==> config.mk <==
export PLATFORM = sky130hd
export DESIGN_NAME = dpll_idc
export DESIGN_NICKNAME = d
export VERILOG_FILES = /design/src/rtl/dpll_pkg.sv /design/src/rtl/dpll_pend_cnt.sv /design/src/rtl/dpll_idc.sv
export SDC_FILE = /design/constraint.sdc
export NUM_CORES = 1
export LEC_CHECK = 0
export CAP_MARGIN = 30
export CORE_AREA = 4 4 41 43
export CTS_BUF_LIST = sky130_fd_sc_hd__clkbuf_4
export CTS_CLUSTER_DIAMETER = 50
export DETAILED_ROUTE_END_ITERATION = 16
export DIE_AREA = 0 0 45 47
export PLACE_DENSITY = 0.71
export REMOVE_ABC_BUFFERS = 1
export SYNTH_ARGS = -nofsm -noshare
export SYNTH_HDL_FRONTEND = slang
export SYNTH_SLANG_ARGS = --single-unit
==> constraint.sdc <==
create_clock -name clk -period 3.5 [get_ports clk]
set_clock_uncertainty 0.2 [all_clocks]
set_input_delay 0.7 -clock clk [delete_from_list [all_inputs] [get_ports clk]]
set_output_delay 0.7 -clock clk [all_outputs]
set_load 0.005 [all_outputs]
==> src/rtl/dpll_pkg.sv <==
// Shared types and defaults for the increment/decrement DPLL clock divider.
package dpll_pkg;

  localparam int DPLL_DIV_N_DEFAULT  = 8;
  localparam int DPLL_PEND_W_DEFAULT = 2;

  // Which period length is running: nominal, one cycle short, one cycle long.
  typedef enum logic [1:0] {
    NOM   = 2'd0,
    SHORT = 2'd1,
    LONG  = 2'd2
  } period_e;

endpackage

==> src/rtl/dpll_pend_cnt.sv <==
// Saturating pending-request counter for one side (advance or retard) of the DPLL.
module dpll_pend_cnt
  import dpll_pkg::*;
#(
  parameter int PEND_W = DPLL_PEND_W_DEFAULT
) (
  input  logic              clk,
  input  logic              rst,
  input  logic              req,        // own-side request, already free of add+sub collisions
  input  logic              opp_req,    // opposite-side request, may cancel one of ours
  input  logic              opp_absorb, // opposite counter cancelled our request instead
  input  logic              consume,    // wrap is using one pending request this cycle
  output logic [PEND_W-1:0] count,
  output logic              inc,
  output logic              dec,
  output logic              inc_drop
);

  localparam logic [PEND_W-1:0] MAX = '1;

  logic [PEND_W-1:0] avail;

  // Requests and cancellations act on what is left after the wrap consumption.
  always_comb begin
    avail    = count - PEND_W'(consume);
    inc      = req && !opp_absorb && (avail != MAX);
    inc_drop = req && !opp_absorb && (avail == MAX);
    dec      = opp_req && (avail != '0);
  end

  // NOTE: sequential state uses non-blocking assignments so every flop samples pre-edge values.
  always_ff @(posedge clk or posedge rst) begin
    if (rst) count <= '0;
    else     count <= avail + PEND_W'(inc) - PEND_W'(dec);
  end

endmodule

==> src/rtl/dpll_idc.sv <==
// Increment/decrement DPLL divider: recovered clock whose low phase shrinks or grows by one cycle.
// Optional sticky overflow flag enabled by defining DPLL_IDC_OVF_EN.
module dpll_idc
  import dpll_pkg::*;
#(
  parameter int DIV_N  = DPLL_DIV_N_DEFAULT,
  parameter int PEND_W = DPLL_PEND_W_DEFAULT
) (
  input  logic clk,
  input  logic rst,
  input  logic add,
  input  logic sub,
  output logic idout,
  output logic wrap,
  output logic adj_ovf
);

  localparam int CNT_W = $clog2(DIV_N + 1);
  localparam int HALF  = DIV_N / 2;

  period_e           state, state_next;
  logic [CNT_W-1:0]  cnt, last;
  logic [PEND_W-1:0] add_pend, sub_pend;
  logic              add_v, sub_v;
  logic              add_consume, sub_consume;
  logic              add_inc, add_dec, add_drop;
  logic              sub_inc, sub_dec, sub_drop;
  logic              unused_inc;

  // Simultaneous add and sub cancel each other outright.
  assign add_v = add & ~sub;
  assign sub_v = sub & ~add;

  always_comb begin
    last = CNT_W'(DIV_N - 1);
    case (state)
      SHORT:   last = CNT_W'(DIV_N - 2);
      LONG:    last = CNT_W'(DIV_N);
      default: last = CNT_W'(DIV_N - 1);
    endcase
  end

  assign wrap        = (cnt == last);
  assign add_consume = wrap && (add_pend != '0);
  assign sub_consume = wrap && (add_pend == '0) && (sub_pend != '0);

  always_comb begin
    state_next = state;
    if (wrap) begin
      if (add_consume)      state_next = SHORT;
      else if (sub_consume) state_next = LONG;
      else                  state_next = NOM;
    end
  end

  always_ff @(posedge clk or posedge rst) begin
    if (rst) begin
      state <= NOM;
      cnt   <= '0;
      idout <= 1'b0;
    end else begin
      state <= state_next;
      cnt   <= wrap ? '0 : cnt + CNT_W'(1);
      idout <= (cnt < CNT_W'(HALF));
    end
  end

  dpll_pend_cnt #(.PEND_W(PEND_W)) u_add (
    .clk        (clk),
    .rst        (rst),
    .req        (add_v),
    .opp_req    (sub_v),
    .opp_absorb (sub_dec),
    .consume    (add_consume),
    .count      (add_pend),
    .inc        (add_inc),
    .dec        (add_dec),
    .inc_drop   (add_drop)
  );

  dpll_pend_cnt #(.PEND_W(PEND_W)) u_sub (
    .clk        (clk),
    .rst        (rst),
    .req        (sub_v),
    .opp_req    (add_v),
    .opp_absorb (add_dec),
    .consume    (sub_consume),
    .count      (sub_pend),
    .inc        (sub_inc),
    .dec        (sub_dec),
    .inc_drop   (sub_drop)
  );

  assign unused_inc = add_inc ^ sub_inc;

`ifdef DPLL_IDC_OVF_EN
  always_ff @(posedge clk or posedge rst) begin
    if (rst)                   adj_ovf <= 1'b0;
    else if (add_drop || sub_drop) adj_ovf <= 1'b1;
  end
`else
  logic unused_drop;
  assign unused_drop = add_drop | sub_drop;
  assign adj_ovf     = 1'b0;
`endif

endmodule

==> impl_metrics.py <==
metrics = {
    "run_status": {
        "status": "finished, final reports clean",
    },
    "clocking": {
        "cts.sink_count": 11,
        "post-cts-setup-buffers": 0,
        "postCtsResizedCells": 0,
        "htreeDepth": 1,
        "cts_buffers": 3,
        "cts_root_buffer": "clkbuf_4",
        "cts_tree": "yes",
        "cts-hold-fix-buffers": 0,
        "clockBufferDepth": 2,
        "clock_latency_ps": 270,
        "cts.clk_slew.worst_paths_ps": 70,
    },
    "setup_path": {
        "slowest_delay_ps": 370,
        "worst_path_most_repeated_cell": "ha_1",
        "worstReg2RegStart": "state[0]",
        "cp_max_fo": 7,
        "crit_type": "flip-flop to flip-flop",
        "crit_chain": "inv_1 > ha_1 > and4bb_2 > o21ai_2 > inv_2 > and2_2 > ha_1 > inv_1 > nor2_1 > o2111ai_1 > ha_1 > inv_1 > ha_1 > xor2_1 > xnor2_1",
        "cpLargestDelayFamily": "adder cells",
        "cp.arrival_ps": 2950,
        "r2r_setup_slack_ps": 500,
        "worst-path-buf-inv": 4,
        "critPathSlowestCell": "dfrtp_1",
        "crit_required_ps": 3450,
        "end_kind": "flip-flop",
        "cp-start-kind": "flip-flop",
        "reg2reg_depth": 15,
        "reg2reg_to": "u_add.count[1]",
        "startpoint": "state[0]",
    },
    "logic_synthesis": {
        "synth_top_family_by_area": "adder cells",
        "yosysSeqAreaShare_pct": 42.23,
        "synth_ff_type": "dfrtp_1",
        "yosysUniqueCellTypes": 20,
        "yosys.area_share.simple_pct": 12.67,
        "synth_edf_count": 0,
        "muxShareOfSynthArea_pct": 3.839,
        "yosys_warnings": 0,
        "synth.top_cell.area_share_pct": 42.23,
        "synthCells": 61,
        "synthArstFlopShare_pct": 100.0,
        "netlist_area_um2": 651.9,
        "synth-seq-cells": 11,
        "synthAdderAreaFrac_pct": 15.36,
        "synth-xor-area-share_pct": 12.09,
        "synth_area_leader_cell": "dfrtp_1",
        "synth_compound_area_share_pct": 6.334,
        "synth_area_leaders": "dfrtp_1 42%, ha_1 15%, xnor2_1 8.1%, inv_1 5.2%, nor2_1 4.6%",
        "syn-mean-instance-area_um2": 10.69,
    },
    "timing": {
        "fmax_ghz": 0.3329,
        "slew_violations": 0,
        "grt_setup_unrepaired": "no",
        "setup_viol": 0,
        "setup_slack_ps": 495.8,
        "hold_violations": 0,
        "fin_crit_ps": 3004,
        "period_share_pct": 85.83,
        "final.setup.tns_ps": 0,
    },
    "pwr": {
        "p_leak_nw": 0.3785,
        "p_total_mw": 0.6394,
        "vdd_ir_drop_max_uv": 464.5,
        "power_density_nw_per_um2": 860.3,
    },
    "layout": {
        "diodes": 0,
        "drive_gt1_share_pct": 14.49,
        "area_growth_pct": 14.01,
        "nNetsFinal": 82,
        "fillCellCount": 125,
        "final_util_pct": 57.12,
    },
    "job": {
        "maxCapViolations": 0,
    },
    "floorplanning": {
        "initial_core_util_pct": 50.10,
        "die_x_um": 45,
        "design.core.area_um2": 1301,
        "ios": 7,
        "dieArea_um2": 2115,
        "chipHeight_um": 47,
        "num_rows": 13,
    },
    "placement": {
        "port_buffers": 5,
        "pre_cts_ws_ps": 490.5,
        "dp_hpwl_um": 769.2,
        "gp_congestion": 0.6743,
    },
    "routing": {
        "wirelength_um": 971,
        "routedWlPerCell_um": 11.56,
        "vias": 410,
        "drc": 0,
        "drtIter0Drc": 1,
        "ant_nets": 0,
        "avgViaCountPerCell": 4.881,
        "first_pass_iters": 3,
    },
    "min_path": {
        "min_delay_path_depth": 1,
        "min_to": "idout",
        "min_path_type": "flip-flop to flip-flop",
        "hp-start": "cnt[3]",
    },
    "global_route": {
        "antenna_found_initial": 0,
        "grt_max_degree": 12,
        "grt_usage_pct": 11.49,
        "grt_pass1_wl_mm": 1.593,
        "grt-ovfl-total": 0,
        "grt_pass1_vias": 378,
    },
}
## worst reg2reg max path: cells and delay by family, from the launching register on
family | cells | cell delay (ps)
XOR/XNOR | 2 | 270
flip-flops | 1 | 370
AO/OA/AOI/OAI | 2 | 310
adder cells (fa/ha/maj) | 4 | 910
buffers and inverters | 4 | 270
AND/OR/NAND/NOR | 3 | 570
## where the power goes
part / internal [mW] / switching (mW)
logic: 0.158 / 0.144
clock network: 0.0520 / 0.0437
registers: 0.194 / 0.0482
## synthesized netlist by cell type (2+ instances only)
| cell | instances |
|---|---|
| ha_1 | 8 |
| xnor2_1 | 6 |
| and2_2 | 2 |
| nor2_1 | 8 |
| xor2_1 | 3 |
| o2111ai_1 | 2 |
| inv_1 | 9 |
| dfrtp_1 | 11 |
## state kept, by name (all words and copies together) (netlist names)
name         count
cnt              4
state            2
u_add.count      2
u_sub.count      2
idout            1
## layout make-up
cell class | count | area [um2] | area share, %
Tap cell | 15 | 18.77 | 2.525
Sequential cell | 11 | 275.3 | 37.04
Clock buffer | 4 | 30.03 | 4.040
Inverter | 10 | 37.54 | 5.051
Timing Repair Buffer | 5 | 50.05 | 6.734
Multi-Input combinational cell | 39 | 331.6 | 44.61
## routing by layer
metal  vias up  wire length, um  global-route usage, %  part of all wire (%)
met4         0               26                  8.772                   2.7
met2         6              425                  16.67                    44
met3         5               54                  5.747                   5.6
li1        213                -                      -                     -
met1       186              464                  12.89                    48
met5         -                0                      0                     0
## kinds of logic (layout without fill, tap and decap cells)
family | Yosys count | in the layout
and+or+nand+nor | 14 | 14
DFF | 11 | 11
buffers and inverters | 11 | 19
xor gates and xnor gates | 9 | 9
adders and majority gates | 8 | 8
AOI/OAI and AO/OA | 5 | 5
muxes | 2 | 2
other | 1 | 1
## cell usage in the layout, fill, tap and decap left out, drive strengths merged
master | synthesis | final
dfrtp | 11 | 11
inv | 10 | 10
nor2 | 8 | 8
ha | 8 | 8
xnor2 | 6 | 6
clkdlybuf4s50 | 0 | 5
clkbuf | 0 | 4
xor2 | 3 | 3
o2111ai | 2 | 2
and2 | 2 | 2
and4bb | 2 | 2
o21ai | 1 | 1
nor3b | 1 | 1
a211oi | 1 | 1
o21a | 1 | 1
nand3 | 1 | 1
mux2 | 1 | 1
mux2i | 1 | 1
conb | 1 | 1
## through the flow
step | instances | area (um2) | hold slack [ps]
after floorplan | 60 | 644.4 | 242.4
after global placement | 80 | 713.2 | 271.8
after detailed placement | 80 | 713.2 | 285.2
after CTS | 84 | 743.2 | 308.5
after global routing | 84 | 743.2 | 315.5
final | 84 | 743.2 | 309.8
## how the worst max path moves through the flow
stage / end / cells after the start
5_1_grt: u_sub.count[1] / 15
2_1_floorplan: u_add.count[1] / 15
6_report: u_add.count[1] / 15
3_3_place_gp: u_add.count[1] / 15
4_1_cts: u_add.count[1] / 15
3_5_place_dp: u_add.count[1] / 15
No activity file was read; power rests on OpenSTA's default activity.
